**config.mk**
```make
export PLATFORM = sky130hd
export DESIGN_NAME = lsu_hs_flat
export DESIGN_NICKNAME = d
export VERILOG_FILES = /design/src/rtl/lsu_pkg.sv /design/src/rtl/lsu_hs_if.sv /design/src/rtl/lsu_align.sv /design/src/rtl/lsu_hs.sv /design/src/flat_wrapper.sv
export SDC_FILE = /design/constraint.sdc
export NUM_CORES = 1
export LEC_CHECK = 0
export ABC_AREA = 1
export BUFFER_PORTS_ARGS = -buffer_cell sky130_fd_sc_hd__buf_4
export CAP_MARGIN = 0
export CORE_ASPECT_RATIO = 0.9
export CORE_MARGIN = 2
export CORE_UTILIZATION = 46
export DETAILED_ROUTE_END_ITERATION = 16
export PLACE_DENSITY = 0.77
export SLEW_MARGIN = 20
export SYNTH_ARGS = -nofsm -noshare
export SYNTH_HDL_FRONTEND = slang
export SYNTH_SLANG_ARGS = --single-unit
```
**constraint.sdc**
```tcl
create_clock -name i_clk -period 2.7 [get_ports i_clk]
set_input_delay 0.81 -clock i_clk [delete_from_list [all_inputs] [get_ports i_clk]]
set_output_delay 0.81 -clock i_clk [all_outputs]
set_load 0.01 [all_outputs]
```
**src/rtl/lsu_pkg.sv**
```systemverilog
// Shared op codes, FSM state encoding and op-decode helpers for the load/store unit.
package lsu_pkg;
  typedef logic [3:0] op_t;

  localparam op_t OP_NOP = 4'd0;
  localparam op_t OP_LB  = 4'd1;
  localparam op_t OP_LH  = 4'd2;
  localparam op_t OP_LW  = 4'd3;
  localparam op_t OP_LD  = 4'd4;
  localparam op_t OP_LBU = 4'd5;
  localparam op_t OP_LHU = 4'd6;
  localparam op_t OP_LWU = 4'd7;
  localparam op_t OP_SB  = 4'd8;
  localparam op_t OP_SH  = 4'd9;
  localparam op_t OP_SW  = 4'd10;
  localparam op_t OP_SD  = 4'd11;

  localparam logic [1:0] ST_IDLE = 2'd0;
  localparam logic [1:0] ST_REQ  = 2'd1;
  localparam logic [1:0] ST_RESP = 2'd2;

  function automatic logic is_store(input op_t op);
    return op inside {OP_SB, OP_SH, OP_SW, OP_SD};
  endfunction

  function automatic logic is_load(input op_t op);
    return op inside {OP_LB, OP_LH, OP_LW, OP_LD, OP_LBU, OP_LHU, OP_LWU};
  endfunction

  function automatic logic is_unsigned(input op_t op);
    return op inside {OP_LBU, OP_LHU, OP_LWU};
  endfunction

  // log2 of the access size in bytes
  function automatic logic [1:0] size_of(input op_t op);
    case (op)
      OP_LH, OP_LHU, OP_SH: return 2'd1;
      OP_LW, OP_LWU, OP_SW: return 2'd2;
      OP_LD, OP_SD:         return 2'd3;
      default:              return 2'd0;
    endcase
  endfunction

  function automatic logic is_legal(input op_t op, input int xlen);
    return (op <= OP_SD) && !((xlen == 32) && (op inside {OP_LD, OP_SD, OP_LWU}));
  endfunction
endpackage

```
**src/rtl/lsu_hs_if.sv**
```systemverilog
// Upstream, writeback and data-memory signals of lsu_hs; slave is the unit side.
interface lsu_hs_if #(parameter int XLEN = 32, parameter int ADDR_W = 32);
  localparam int STRB_W = XLEN / 8;

  logic              i_valid;
  logic              o_ready;
  logic [3:0]        i_opt;
  logic [ADDR_W-1:0] i_addr;
  logic [XLEN-1:0]   i_regst;
  logic              o_valid;
  logic              i_ready;
  logic [XLEN-1:0]   o_regld;
  logic              o_err;
  logic              o_mem_req;
  logic              o_mem_we;
  logic [ADDR_W-1:0] o_mem_addr;
  logic [XLEN-1:0]   o_mem_wdata;
  logic [STRB_W-1:0] o_mem_wstrb;
  logic              i_mem_ack;
  logic [XLEN-1:0]   i_mem_rdata;

  modport slave (
    input  i_valid, i_opt, i_addr, i_regst, i_ready, i_mem_ack, i_mem_rdata,
    output o_ready, o_valid, o_regld, o_err, o_mem_req, o_mem_we, o_mem_addr,
           o_mem_wdata, o_mem_wstrb
  );

  modport master (
    output i_valid, i_opt, i_addr, i_regst, i_ready, i_mem_ack, i_mem_rdata,
    input  o_ready, o_valid, o_regld, o_err, o_mem_req, o_mem_we, o_mem_addr,
           o_mem_wdata, o_mem_wstrb
  );
endinterface

```
**src/rtl/lsu_align.sv**
```systemverilog
// Byte-lane logic: store strobes/data placement, legality check, load extraction and extension.
module lsu_align import lsu_pkg::*; #(
  parameter  int XLEN   = 32,
  localparam int STRB_W = XLEN / 8,
  localparam int OFF_W  = $clog2(XLEN / 8)
) (
  input  logic [3:0]        i_op,
  input  logic [OFF_W-1:0]  i_off,
  input  logic [XLEN-1:0]   i_regst,
  input  logic [XLEN-1:0]   i_rdata,
  output logic [STRB_W-1:0] o_wstrb,
  output logic [XLEN-1:0]   o_wdata,
  output logic              o_bad,
  output logic [XLEN-1:0]   o_ld
);
  logic [1:0]        w_size;
  logic [OFF_W-1:0]  w_mask;
  logic [STRB_W-1:0] w_strb_base;
  logic [XLEN-1:0]   w_sh;
  logic [XLEN-1:0]   w_keep;
  logic              w_sgn;

  always_comb begin
    w_size = size_of(i_op);
    w_mask = OFF_W'((4'd1 << w_size) - 4'd1);
    o_bad  = !is_legal(i_op, XLEN) || ((i_off & w_mask) != '0);

    case (w_size)
      2'd0:    w_strb_base = STRB_W'(1);
      2'd1:    w_strb_base = STRB_W'(3);
      2'd2:    w_strb_base = STRB_W'(15);
      default: w_strb_base = '1;
    endcase
    o_wstrb = is_store(i_op) ? (w_strb_base << i_off) : '0;
    o_wdata = is_store(i_op) ? (i_regst << {i_off, 3'b000}) : '0;

    // A shift of XLEN or more yields zero, so the keep mask saturates to all ones.
    w_sh   = i_rdata >> {i_off, 3'b000};
    w_keep = ~({XLEN{1'b1}} << (7'd8 << w_size));
    case (w_size)
      2'd0:    w_sgn = w_sh[7];
      2'd1:    w_sgn = w_sh[15];
      2'd2:    w_sgn = w_sh[31];
      default: w_sgn = w_sh[XLEN-1];
    endcase
    o_ld = '0;
    if (is_load(i_op))
      o_ld = (w_sh & w_keep) | ({XLEN{w_sgn & !is_unsigned(i_op)}} & ~w_keep);
  end
endmodule

```
**src/rtl/lsu_hs.sv**
```systemverilog
// Handshaked load/store unit; define LSU_TIMEOUT_EN to abort a request after TIMEOUT_CYC cycles without ack.
//   state   | meaning
//   IDLE    | ready for a new op
//   REQ     | memory request outstanding, waiting for ack
//   RESP    | result presented to writeback until accepted
module lsu_hs import lsu_pkg::*; #(
  parameter int XLEN        = 32,
  parameter int ADDR_W      = 32,
  parameter int TIMEOUT_CYC = 255
) (
  input logic     i_clk,
  input logic     i_rst_n,
  lsu_hs_if.slave bus
);
  localparam int STRB_W = XLEN / 8;
  localparam int OFF_W  = $clog2(STRB_W);

  if (!(XLEN == 32 || XLEN == 64)) begin : g_bad_xlen
    $error("lsu_hs: XLEN must be 32 or 64");
  end
  if (TIMEOUT_CYC < 1) begin : g_bad_timeout
    $error("lsu_hs: TIMEOUT_CYC must be at least 1");
  end

  logic [1:0]        r_state;
  logic [3:0]        r_op;
  logic [ADDR_W-1:0] r_addr;
  logic              r_we;
  logic [XLEN-1:0]   r_wdata;
  logic [STRB_W-1:0] r_wstrb;
  logic [XLEN-1:0]   r_regld;
  logic              r_err;

  logic              w_idle;
  logic              w_accept;
  logic              w_ack;
  logic              w_timeout;
  logic [3:0]        w_op;
  logic [OFF_W-1:0]  w_off;
  logic [STRB_W-1:0] w_wstrb;
  logic [XLEN-1:0]   w_wdata;
  logic [XLEN-1:0]   w_ld;
  logic              w_bad;

  assign w_idle   = (r_state == ST_IDLE);
  assign w_accept = w_idle && bus.i_valid;
  assign w_ack    = (r_state == ST_REQ) && bus.i_mem_ack;

  // One align instance: decodes the incoming op in IDLE, the held op while in REQ.
  assign w_op  = w_idle ? bus.i_opt : r_op;
  assign w_off = w_idle ? bus.i_addr[OFF_W-1:0] : r_addr[OFF_W-1:0];

  lsu_align #(.XLEN(XLEN)) u_align (
    .i_op    (w_op),
    .i_off   (w_off),
    .i_regst (bus.i_regst),
    .i_rdata (bus.i_mem_rdata),
    .o_wstrb (w_wstrb),
    .o_wdata (w_wdata),
    .o_bad   (w_bad),
    .o_ld    (w_ld)
  );

`ifdef LSU_TIMEOUT_EN
  localparam int CNT_W = $clog2(TIMEOUT_CYC + 1);
  logic [CNT_W-1:0] r_cnt;

  always_ff @(posedge i_clk or negedge i_rst_n) begin
    if (!i_rst_n)
      r_cnt <= '0;
    else if (w_accept)
      r_cnt <= CNT_W'(TIMEOUT_CYC - 1);
    else if ((r_state == ST_REQ) && (r_cnt != '0))
      r_cnt <= r_cnt - 1'b1;
  end

  assign w_timeout = (r_state == ST_REQ) && !bus.i_mem_ack && (r_cnt == '0);
`else
  assign w_timeout = 1'b0;
`endif

  always_ff @(posedge i_clk or negedge i_rst_n) begin
    if (!i_rst_n) begin
      r_state <= ST_IDLE;
      r_op    <= OP_NOP;
      r_addr  <= '0;
      r_we    <= 1'b0;
      r_wdata <= '0;
      r_wstrb <= '0;
      r_regld <= '0;
      r_err   <= 1'b0;
    end else begin
      case (r_state)
        ST_IDLE: if (w_accept) begin
          r_op    <= bus.i_opt;
          r_addr  <= bus.i_addr;
          r_regld <= '0;
          r_err   <= w_bad;
          if (w_bad || (bus.i_opt == OP_NOP)) begin
            r_we    <= 1'b0;
            r_wdata <= '0;
            r_wstrb <= '0;
            r_state <= ST_RESP;
          end else begin
            r_we    <= is_store(bus.i_opt);
            r_wdata <= w_wdata;
            r_wstrb <= w_wstrb;
            r_state <= ST_REQ;
          end
        end
        ST_REQ: if (w_ack) begin
          if (is_load(r_op)) r_regld <= w_ld;
          r_state <= ST_RESP;
        end else if (w_timeout) begin
          r_err   <= 1'b1;
          r_regld <= '0;
          r_state <= ST_RESP;
        end
        ST_RESP: if (bus.i_ready) r_state <= ST_IDLE;
        default: r_state <= ST_IDLE;
      endcase
    end
  end

  assign bus.o_ready     = w_idle;
  assign bus.o_valid     = (r_state == ST_RESP);
  assign bus.o_mem_req   = (r_state == ST_REQ);
  assign bus.o_regld     = r_regld;
  assign bus.o_err       = r_err;
  assign bus.o_mem_we    = r_we;
  assign bus.o_mem_addr  = {r_addr[ADDR_W-1:OFF_W], {OFF_W{1'b0}}};
  assign bus.o_mem_wdata = r_wdata;
  assign bus.o_mem_wstrb = r_wstrb;
endmodule

```
**src/flat_wrapper.sv**
```systemverilog
// flat-port wrapper written by rule: the top's interface ports become plain ports
module lsu_hs_flat import lsu_pkg::*;
#(
  parameter int XLEN        = 32,
  parameter int ADDR_W      = 32,
  parameter int TIMEOUT_CYC = 255
)
  (i_clk, i_rst_n, bus_i_valid, bus_i_opt, bus_i_addr, bus_i_regst, bus_i_ready, bus_i_mem_ack, bus_i_mem_rdata, bus_o_ready, bus_o_valid, bus_o_regld, bus_o_err, bus_o_mem_req, bus_o_mem_we, bus_o_mem_addr, bus_o_mem_wdata, bus_o_mem_wstrb);
  lsu_hs_if #(.XLEN(XLEN), .ADDR_W(ADDR_W)) bus_i ();
  input logic i_clk;
  input logic i_rst_n;
  input wire logic [$bits(bus_i.i_valid)-1:0] bus_i_valid;
  input wire logic [$bits(bus_i.i_opt)-1:0] bus_i_opt;
  input wire logic [$bits(bus_i.i_addr)-1:0] bus_i_addr;
  input wire logic [$bits(bus_i.i_regst)-1:0] bus_i_regst;
  input wire logic [$bits(bus_i.i_ready)-1:0] bus_i_ready;
  input wire logic [$bits(bus_i.i_mem_ack)-1:0] bus_i_mem_ack;
  input wire logic [$bits(bus_i.i_mem_rdata)-1:0] bus_i_mem_rdata;
  output wire logic [$bits(bus_i.o_ready)-1:0] bus_o_ready;
  output wire logic [$bits(bus_i.o_valid)-1:0] bus_o_valid;
  output wire logic [$bits(bus_i.o_regld)-1:0] bus_o_regld;
  output wire logic [$bits(bus_i.o_err)-1:0] bus_o_err;
  output wire logic [$bits(bus_i.o_mem_req)-1:0] bus_o_mem_req;
  output wire logic [$bits(bus_i.o_mem_we)-1:0] bus_o_mem_we;
  output wire logic [$bits(bus_i.o_mem_addr)-1:0] bus_o_mem_addr;
  output wire logic [$bits(bus_i.o_mem_wdata)-1:0] bus_o_mem_wdata;
  output wire logic [$bits(bus_i.o_mem_wstrb)-1:0] bus_o_mem_wstrb;
  assign bus_i.i_valid = bus_i_valid;
  assign bus_i.i_opt = bus_i_opt;
  assign bus_i.i_addr = bus_i_addr;
  assign bus_i.i_regst = bus_i_regst;
  assign bus_i.i_ready = bus_i_ready;
  assign bus_i.i_mem_ack = bus_i_mem_ack;
  assign bus_i.i_mem_rdata = bus_i_mem_rdata;
  assign bus_o_ready = bus_i.o_ready;
  assign bus_o_valid = bus_i.o_valid;
  assign bus_o_regld = bus_i.o_regld;
  assign bus_o_err = bus_i.o_err;
  assign bus_o_mem_req = bus_i.o_mem_req;
  assign bus_o_mem_we = bus_i.o_mem_we;
  assign bus_o_mem_addr = bus_i.o_mem_addr;
  assign bus_o_mem_wdata = bus_i.o_mem_wdata;
  assign bus_o_mem_wstrb = bus_i.o_mem_wstrb;
  lsu_hs #(.XLEN(XLEN), .ADDR_W(ADDR_W), .TIMEOUT_CYC(TIMEOUT_CYC)) u_core (.i_clk(i_clk), .i_rst_n(i_rst_n), .bus(bus_i));
endmodule
```
After elaboration in Yosys (flattened, before gate mapping). Memories as Yosys holds them, arrays and structs flattened. Index checks and enable logic that the tools add are counted. W data, S select, Z words.

Register bits after elaboration: 108. ROM bits: 32. Output and inout port bits: 105. Word-level logic and storage cells: 94. Memories: 1.

$add $sub $neg: 1. Order comparisons: 1. Eq/ne operators: 29. Shift operators: 6. Multiplexer cells: 19. Bitwise operators: 7. Reduce and logical (&&, ||, !) cells: 22.

Memory list: (name not given) (words 16, bits a word 2, rd ports 1, clocked after memory_dff 0, wr ports 0, line lsu_pkg.sv:36) `case (op)`.

Operators with widths (number): $mux W32 (6); $and A32 B32 Y32 (2); $not A32 Y32 (2); $pmux W32 S2 (1); $eq A4 B3 Y1 const B (8); $eq A4 B4 Y1 const B (8); $or A32 B32 Y32 (1); $shl A32 B5 Y32 (1); $shl A32 B7 Y32 const A (1); $shr A32 B5 Y32 (1); $eq A4 B2 Y1 const B (4); $reduce_bool A7 Y1 (2); $mux W4 (3); $mux W2 (5); $eq A4 B1 Y1 const B (2); $pmux W4 S2 (1); $reduce_bool A4 Y1 (2); $shl A4 B2 Y7 const A (1); $pmux W2 S3 (1); $reduce_bool A3 Y1 (2); $eq A2 B1 Y1 const B (2); $le A4 B4 Y1 const B (1); $logic_not A2 Y1 (2); $logic_not A4 Y1 (1); 17 further kinds (25).

Longest topological paths before layout. Gate-level depths: netlist of run 1. An unclocked memory read counts as a cell.

Depth after elaboration: 13. Depth in mapped cells: 22. Gate-level depth less buffers: 19.

Hierarchy. Synthesis of run 1 repeated with hierarchy kept, for this count alone.

Cell total of the unflattened synthesis: 934. Area total of the unflattened synthesis: 6615.1 um^2.

Modules (own cells, without submodules): lsu_hs (times used 1, cells an instance 595, area each 4847.1 um^2, seq. area each 2702.6 um^2); lsu_align (times used 1, cells an instance 339, area each 1767.9 um^2, seq. area each 0.0 um^2).

Worst setup path before layout of run 1. Ideal clock, no wire load.

Path type: input to register. Start: input port bus_i_opt[0]. End: register u_core.r_state[1]. Library setup time: 117 ps. Arrival: 2934 ps. Data required time: 2583 ps. Setup slack: -351 ps. Stages: 21. Buffers on the path: 3. Cell sequence: inv_1 -> nand2_1 -> nand2_2 -> inv_1 -> ha_1 -> inv_1 -> nand3_1 -> nand2_1 -> nor2_4 -> buf_4 -> buf_4 -> nand2_1 -> ha_1 -> nor2_1 -> nor2_4 -> nand2_4 -> nor2_4 -> buf_6 -> nand2_1 -> o21ai_1 -> inv_1.

Cells in the longest elaborated chain, start to end: 11. Elaborated cells between the ends (all ways): 20.

RTL lines: start: declaration (line flat_wrapper.sv:13) `input wire logic [$bits(bus_i.i_opt)-1:0] bus_i_opt;`; $mux W4 (line lsu_hs.sv:50) `assign w_op = w_idle ? bus.i_opt : r_op;`; $mem_v2 Z16 W2 (tied with other cells); $shl A1 B2 Y2 / $reduce_bool A3 Y1 (equally long branches) (line lsu_align.sv:25, lsu_pkg.sv:45); $sub A2 B1 Y2 / $logic_not A1 Y1 (equally long branches) (line lsu_align.sv:25, lsu_pkg.sv:45); $and A2 B2 Y2 / $logic_and A1 B1 Y1 (equally long branches) (line lsu_align.sv:26, lsu_pkg.sv:45); $reduce_bool A2 Y1 / $logic_not A1 Y1 (equally long branches) (line lsu_align.sv:26) `o_bad = !is_legal(i_op, XLEN) || ((i_off & w_mask) != '0);`; $logic_or A1 B1 Y1 (line lsu_align.sv:26); $logic_or A1 B1 Y1 * (line lsu_hs.sv:99) `if (w_bad || (bus.i_opt == OP_NOP)) begin`; $mux W2 * (line lsu_hs.sv:99); $mux W2 * (line lsu_hs.sv:94) `ST_IDLE: if (w_accept) begin`; $pmux W2 S3 * (line lsu_hs.sv:93) `case (r_state)`; end signal: assignment (line lsu_hs.sv:103) `r_state <= ST_RESP;`; end signal: assignment (line lsu_hs.sv:108) `r_state <= ST_REQ;`; end signal: assignment (line lsu_hs.sv:113) `r_state <= ST_RESP;`; end: declaration (line lsu_hs.sv:25) `logic [1:0] r_state;`.

Every way passes the cells marked *; elsewhere a longest branch is shown, timed or not. The select of a mux whose other input is x is not followed. A chain may end at the register's enable or synchronous reset.

Final worst setup path of run 1.
Start: register u_core.r_state[0]. End: register u_core.r_wdata[3] (netlist: u_core.bus.o_mem_wdata[3]).

Cells in the longest elaborated chain, start to end: 10. Elaborated cells between the ends (all ways): 27.

RTL lines: start signal: assignment (line lsu_hs.sv:84) `r_state <= ST_IDLE;`; start signal: assignment (line lsu_hs.sv:103); start signal: assignment (line lsu_hs.sv:108); $logic_not A2 Y1 * (line lsu_hs.sv:45, lsu_hs.sv:93); $mux W4 (line lsu_hs.sv:50); $mem_v2 Z16 W2 (tied with other cells); $shl A1 B2 Y2 / $reduce_bool A3 Y1 (equally long branches) (line lsu_align.sv:25, lsu_pkg.sv:45); $sub A2 B1 Y2 / $logic_not A1 Y1 (equally long branches) (line lsu_align.sv:25, lsu_pkg.sv:45); $and A2 B2 Y2 / $logic_and A1 B1 Y1 (equally long branches) (line lsu_align.sv:26, lsu_pkg.sv:45); $reduce_bool A2 Y1 / $logic_not A1 Y1 (equally long branches) (line lsu_align.sv:26); $logic_or A1 B1 Y1 (line lsu_align.sv:26); $logic_or A1 B1 Y1 (line lsu_hs.sv:99); $mux W32 (line lsu_hs.sv:99); end signal: assignment (line lsu_hs.sv:106) `r_wdata <= w_wdata;`; end: declaration (line lsu_hs.sv:29) `logic [XLEN-1:0] r_wdata;`.

Every way passes the cells marked *; elsewhere a longest branch is shown, timed or not.

==> results of run 1 <==
cell families after synthesis:
kind of cell               share of synthesized area (%)
adders and majority gates                          0.624
buffers and inverters                               9.85
and+or+nand+nor                                     34.7
AOI/OAI and AO/OA                                   9.85
other                                             0.0623
DFF                                                 44.9
synthesized netlist by cell type, drive strengths merged:
| library cell | n |
|---|---|
| o211ai | 11 |
| nand4 | 3 |
| inv | 32 |
| nor3 | 3 |
| nand3b | 1 |
| conb | 1 |
| nand3 | 54 |
| a21oi | 9 |
| dfrtp | 108 |
| buf | 62 |
| a31oi | 9 |
| nor4 | 1 |
| nand2 | 381 |
| clkinv | 1 |
| o22ai | 2 |
| or3 | 1 |
| o21ai | 60 |
| ha | 3 |
| o31ai | 1 |
| nor2 | 64 |
| a32o | 8 |
| clkbuf | 14 |
flip-flops by register name (all words and copies together) (netlist names):
signal                  cells
u_core.bus.o_err            1
u_core.bus.o_mem_wdata     32
u_core.bus.o_mem_we         1
u_core.bus.o_mem_wstrb      4
u_core.bus.o_regld         32
u_core.r_addr              32
u_core.r_op                 4
u_core.r_state              2
routing by layer:
metal | global-route usage [%] | vias to the layer above | wire length (um)
met4 | 6.89 | 0 | 277
met1 | 35.1 | 2822 | 7540
met5 | 0 | - | 0
met3 | 6.29 | 23 | 1500
met2 | 39.9 | 265 | 8410
li1 | - | 2983 | -
through the flow:
stage / cells / setup TNS (ns) / instance area (um^2) / setup WS [ns]
after floorplan: 830 / -4.52 / 6110 / -0.212
after global placement: 1162 / -4.01 / 7750 / -0.166
after detailed placement: 1162 / -6.66 / 7750 / -0.237
after CTS: 1178 / 0 / 8110 / 0.0141
after global routing: 1182 / -0.00384 / 8160 / -0.00384
final: 1182 / 0 / 8160 / 0.158
area by class of cell:
class                      instances  area share, %
clock buffer                       9           2.76
clock inverter                     7           1.64
inverter                          33           1.67
multi-input combinational        613           34.5
sequential                       108           33.2
tap                              164           2.52
timing repair buffer             248           23.7
path summary, 6_finish.rpt:
path	cells after the start	endpoint	slack [ns]	from
min in group i_clk	2	u_core.bus.o_mem_wstrb[2]$_DFFE_PN0P_	0.48	u_core.bus.o_mem_wstrb[2]$_DFFE_PN0P_
setup reg to reg	18	u_core.bus.o_mem_wdata[3]$_DFFE_PN0P_	0.16	u_core.r_state[0]$_DFFE_PN0P_
hold reg to reg	2	u_core.bus.o_mem_wstrb[2]$_DFFE_PN0P_	0.48	u_core.bus.o_mem_wstrb[2]$_DFFE_PN0P_
setup / recovery	18	u_core.bus.o_mem_wdata[3]$_DFFE_PN0P_	0.16	u_core.r_state[0]$_DFFE_PN0P_
hold / removal	1	u_core.bus.o_mem_wdata[5]$_DFFE_PN0P_	0.44	i_rst_n
max in group asynchronous	2	u_core.bus.o_regld[18]$_DFFE_PN0P_	1.64	i_rst_n
timing repair:
| item | 4_1_cts | 5_1_grt |
|---|---|---|
| hold buffers | 0 | 0 |
| setup endpoints to repair | 0 | 52 |
| gates resized for setup | 0 | 5 |
| buffers inserted | 0 | 4 |
where the power goes:
group | total, mW | switching (mW) | internal, mW
registers | 2.52 | 0.345 | 2.17
logic | 6.41 | 3.76 | 2.65
clock network | 1.58 | 0.653 | 0.925
==> flow_summary.toml, run 1 <==
[logic_synthesis]
yosys.cell_types.count = 35
ys_ff_latch = 108
ys_warn_count = 0
syn_area_um2 = 6020
synthCells = 829
ys_seq_area_share_pct = 44.9
synth_area_leaders = "dfrtp_1 45%, nand2_1 23%, buf_4 4.5%"
synth_top_area_share_pct = 44.9
synth_area_per_cell_um2 = 7.26
yosysTopAreaCell = "dfrtp_1"

[global_routing]
overflow = 0
grt_util_all_layers_pct = 25.3
first_global_vias = 5643
antenna_found_initial = 0
grt_max_degree = 55
grt_pass1_wl_um = 28800

[cells_and_area]
final_cell_mix = "364 x nand2_1, 242 x buf_4, 106 x dfrtp_1"
seqCellArea_um2 = 2710
insertedDiodeCount = 0
utilization_pct = 64.0
fillers = 1153
area_growth_pct = 35.5
drive_above_1_share_pct = 30.6
multi_input_area_um2 = 2810
num-nets-final = 1121
final_common_cell = "nand2_1"

[power]
ir_worst_vdd_mv = 0.717
power_mw = 10.5
p_leak_nw = 4.47
power.density_nw_per_um2 = 1290

[detailed_routing]
routed_via_density = 5.15
drt-initial-drc-count = 498
num_vias = 6093
drt_wl_total_um = 17700
drtAntennaViolNets = 0
first_pass_iters = 5
avgRoutedWirePerCell_um = 15.0
drc = 0

[timing]
drv_slew = 0
worst_slew_pin_slew_ns = 0.755
final.min_clock_period_ns = 2.54
fin_crit_sh_pct = 94.2
whs_ns = 0.438
fin_skew_ns = 0.00830
timing.fmax_ghz = 0.393
hold_viol_final = 0
setup_viol = 0
slew_headroom_pct = 49.5

[worst_setup_path]
cp_slowest_stage_delay_ns = 0.45
critPathArrivalTime_ns = 2.84
cpLargestDelayFamily = "simple AND/OR/NAND/NOR gates"
start_kind = "flip-flop"
criticalPathCategory = "reg -> reg"
cp_max_fo = 20
cpMostUsedCell = "nor2_4"
cp_cell_sequence = "nor2_4, nand2_2, nand2_2, inv_2, ha_4, inv_2, nand3_2, nand2_2, nor2_4, nand2_2, ha_4, nor2_4, nor2_4, nand2_4, nor2_4, buf_12, nand3_1, nand2_1"
crit_slowest_cell = "dfrtp_2"
crit_buf_inv = 3
end_kind = "flip-flop"
crit_required_ns = 2.99

[clock_network]
cts-root-buf = "clkbuf_16"
tritoncts = "yes"
clk_latency_ns = 0.36
cts_buffers = 9
clk_path_buf_depth = 2
cts_num_sinks = 108
h-tree-depth = 3
cts.clk_slew.worst_paths_ns = 0.08

[placed_design]
hpwl_um = 12800
place.gp.congestion = 0.869
portBuffers = 207

[floorplan]
coreArea_um2 = 12700
die-area_um2 = 14000
start_util_pct = 47.3
std_cell_rows = 39
io_pins = 210
die_x_um = 125
die_h_um = 113

[min_path]
hp-class = "in -> async"

[flow_run]
cap_viol_max_count = 0

[status]
status = "finished clean"
(Power assumes the default switching activity.)
==> run 2: changes to the inputs <==
Settings changed: REMOVE_ABC_BUFFERS set to 1.
==> flow_summary.toml, run 2 (synthesis gave the netlist of run 1 again) <==
[status]
status = "finished clean"

[clock_network]
cts_buffers = 9
h-tree-depth = 3
tritoncts = "yes"
cts_hold_buffers = 0
clk_latency_ns = 0.36
cts.clk_slew.worst_paths_ns = 0.07
cts_num_sinks = 108
clk_path_buf_depth = 2
cts-root-buf = "clkbuf_16"

[timing]
fin_skew_ns = 0.00694
worst_slew_pin_slew_ns = 0.973
timing.fmax_ghz = 0.370
drv_slew = 0
setup_slack_ns = 0.000778
grt_setup_unrepaired = "true"
hold_viol_final = 0
setup_viol = 0
slew_headroom_pct = 34.9
finalSetupTns_ns = 0
fin_crit_sh_pct = 100
final.min_clock_period_ns = 2.70

[detailed_routing]
first_pass_iters = 5
drc = 0
drt-initial-drc-count = 410
routed_via_density = 5.23
num_vias = 6235
drt_wl_total_um = 18800
avgRoutedWirePerCell_um = 15.8
drtAntennaViolNets = 0

[cells_and_area]
utilization_pct = 64.6
insertedDiodeCount = 0
drive_above_1_share_pct = 32.2
design_area_um2 = 8230
num-nets-final = 1133
final_cell_mix = "359 x nand2_1, 250 x buf_4, 106 x dfrtp_1"
final_common_cell = "nand2_1"
area_growth_pct = 36.6

[worst_setup_path]
criticalPathCategory = "reg -> reg"
crit_required_ns = 3.00
start_kind = "flip-flop"
critPathArrivalTime_ns = 3.00
end_kind = "flip-flop"
crit_slowest_cell = "dfrtp_2"
cp_cell_sequence = "nor2_4, nand2_2, nand2_2, inv_2, ha_4, inv_2, nand3_2, nand2_2, nor2_4, nand2_2, ha_4, nor2_4, nor2_4, nand2_4, nor2_4, clkbuf_16, nand3_2, nand2_1"
cp_slowest_stage_delay_ns = 0.48
rrSetupSlack_ns = 0.0008
cpLargestDelayFamily = "simple AND/OR/NAND/NOR gates"
cp_max_fo = 6
cpMostUsedCell = "nor2_4"
crit_buf_inv = 3

[power]
switching_share_pct = 46.2
clockPowerShare_pct = 11.5
intPower_mw = 5.81
p_leak_nw = 4.50
power.density_nw_per_um2 = 1310
power_mw = 10.8
p_sw_mw = 5.00
ir_worst_vdd_mv = 0.791
comb_power_share_pct = 65.0
p_seq_share_pct = 23.4

[placed_design]
place.gp.congestion = 0.843
hpwl_um = 13200
pre_cts_slack_ns = -0.321
portBuffers = 207
dpl_cell_area_um2 = 7750

[floorplan]
die-area_um2 = 14000
start_util_pct = 47.3
io_pins = 210
std_cell_rows = 39
die_h_um = 113
die_x_um = 125
coreArea_um2 = 12700

[min_path]
hp-class = "in -> async"

[global_routing]
first_global_vias = 5894
overflow = 0
grt_max_degree = 77
grt_util_all_layers_pct = 26.4
grt_pass1_wl_um = 29700
antenna_found_initial = 0

[flow_run]
cap_viol_max_count = 0
run 2: cell count changes in the layout (fill, tap and decap cells not counted), moves of 3 or more:
cell | before | now
nand3_1 | 50 | 46
buf_4 | 242 | 250
nand3_2 | 4 | 7
bufinv_16 | 3 | 0
nand2_2 | 12 | 18
o21ai_1 | 13 | 10
nand2_1 | 364 | 359
o21ai_0 | 45 | 48
run 2: final timing paths:
check | from | to | depth (start not counted)
setup / recovery | u_core.r_state[0]$_DFFE_PN0P_ | u_core.bus.o_mem_wdata[0]$_DFFE_PN0P_ | 18
hold / removal | i_rst_n | u_core.bus.o_regld[4]$_DFFE_PN0P_ | 1
setup reg to reg | u_core.r_state[0]$_DFFE_PN0P_ | u_core.bus.o_mem_wdata[0]$_DFFE_PN0P_ | 18
hold reg to reg | u_core.bus.o_mem_wstrb[1]$_DFFE_PN0P_ | u_core.bus.o_mem_wstrb[1]$_DFFE_PN0P_ | 2
max in group asynchronous | i_rst_n | u_core.r_addr[2]$_DFFE_PN0P_ | 2
min in group i_clk | u_core.bus.o_mem_wstrb[1]$_DFFE_PN0P_ | u_core.bus.o_mem_wstrb[1]$_DFFE_PN0P_ | 2
run 2: through the flow:
| stage | instances | hold slack [ns] |
|---|---|---|
| after global placement | 1170 | 0.463 |
| after CTS | 1187 | 0.421 |
| final | 1193 | 0.413 |
| after global routing | 1193 | 0.435 |
| after detailed placement | 1170 | 0.466 |
| after floorplan | 754 | 0.465 |
run 2: cell type report:
type                            instances  area [um^2]
Clock buffer                           10          229
Clock inverter                          5         38.8
Fill cell                            1162         4510
Inverter                               33          126
Multi-Input combinational cell        613         2860
Sequential cell                       108         2710
Tap cell                              164          205
Timing Repair Buffer                  260         2060
run 2: per-layer routing:
layer | global-route usage (%) | up-vias | share of wire, %
met3 | 8.58 | 28 | 9.8
met2 | 43.9 | 308 | 48
met5 | 0 | - | 0
met4 | 5.54 | 0 | 1.4
met1 | 34.0 | 2887 | 40
li1 | - | 3012 | -
run 2: worst reg2reg max path, cell delays in order, from the launching register on:
cell,delay (ns)
dfrtp_2,0.48
nor2_4,0.16
nand2_2,0.06
nand2_2,0.07
inv_2,0.05
ha_4,0.25
inv_2,0.03
nand3_2,0.07
nand2_2,0.07
nor2_4,0.14
nand2_2,0.09
ha_4,0.28
nor2_4,0.03
nor2_4,0.18
nand2_4,0.07
nor2_4,0.23
clkbuf_16,0.20
nand3_2,0.05
nand2_1,0.11
run 2: power groups by stage:
stage | logic [mW] | clock network [mW] | registers, mW
after CTS | 6.39 | 1.28 | 2.52
after detailed placement | 6.35 | 0 | 2.52
after global routing | 7.64 | 1.35 | 2.60
after global placement | 6.23 | 0 | 2.53
final | 7.03 | 1.25 | 2.53
after floorplan | 3.00 | 0 | 2.73
run 2: what timing repair did:
item	4_1_cts	5_1_grt
gates resized for setup	1	39
buffers inserted	2	5
gates cloned	0	1
hold endpoints to repair	0	0
endpoints found under the setup margin	35	37
pin swaps	2	20
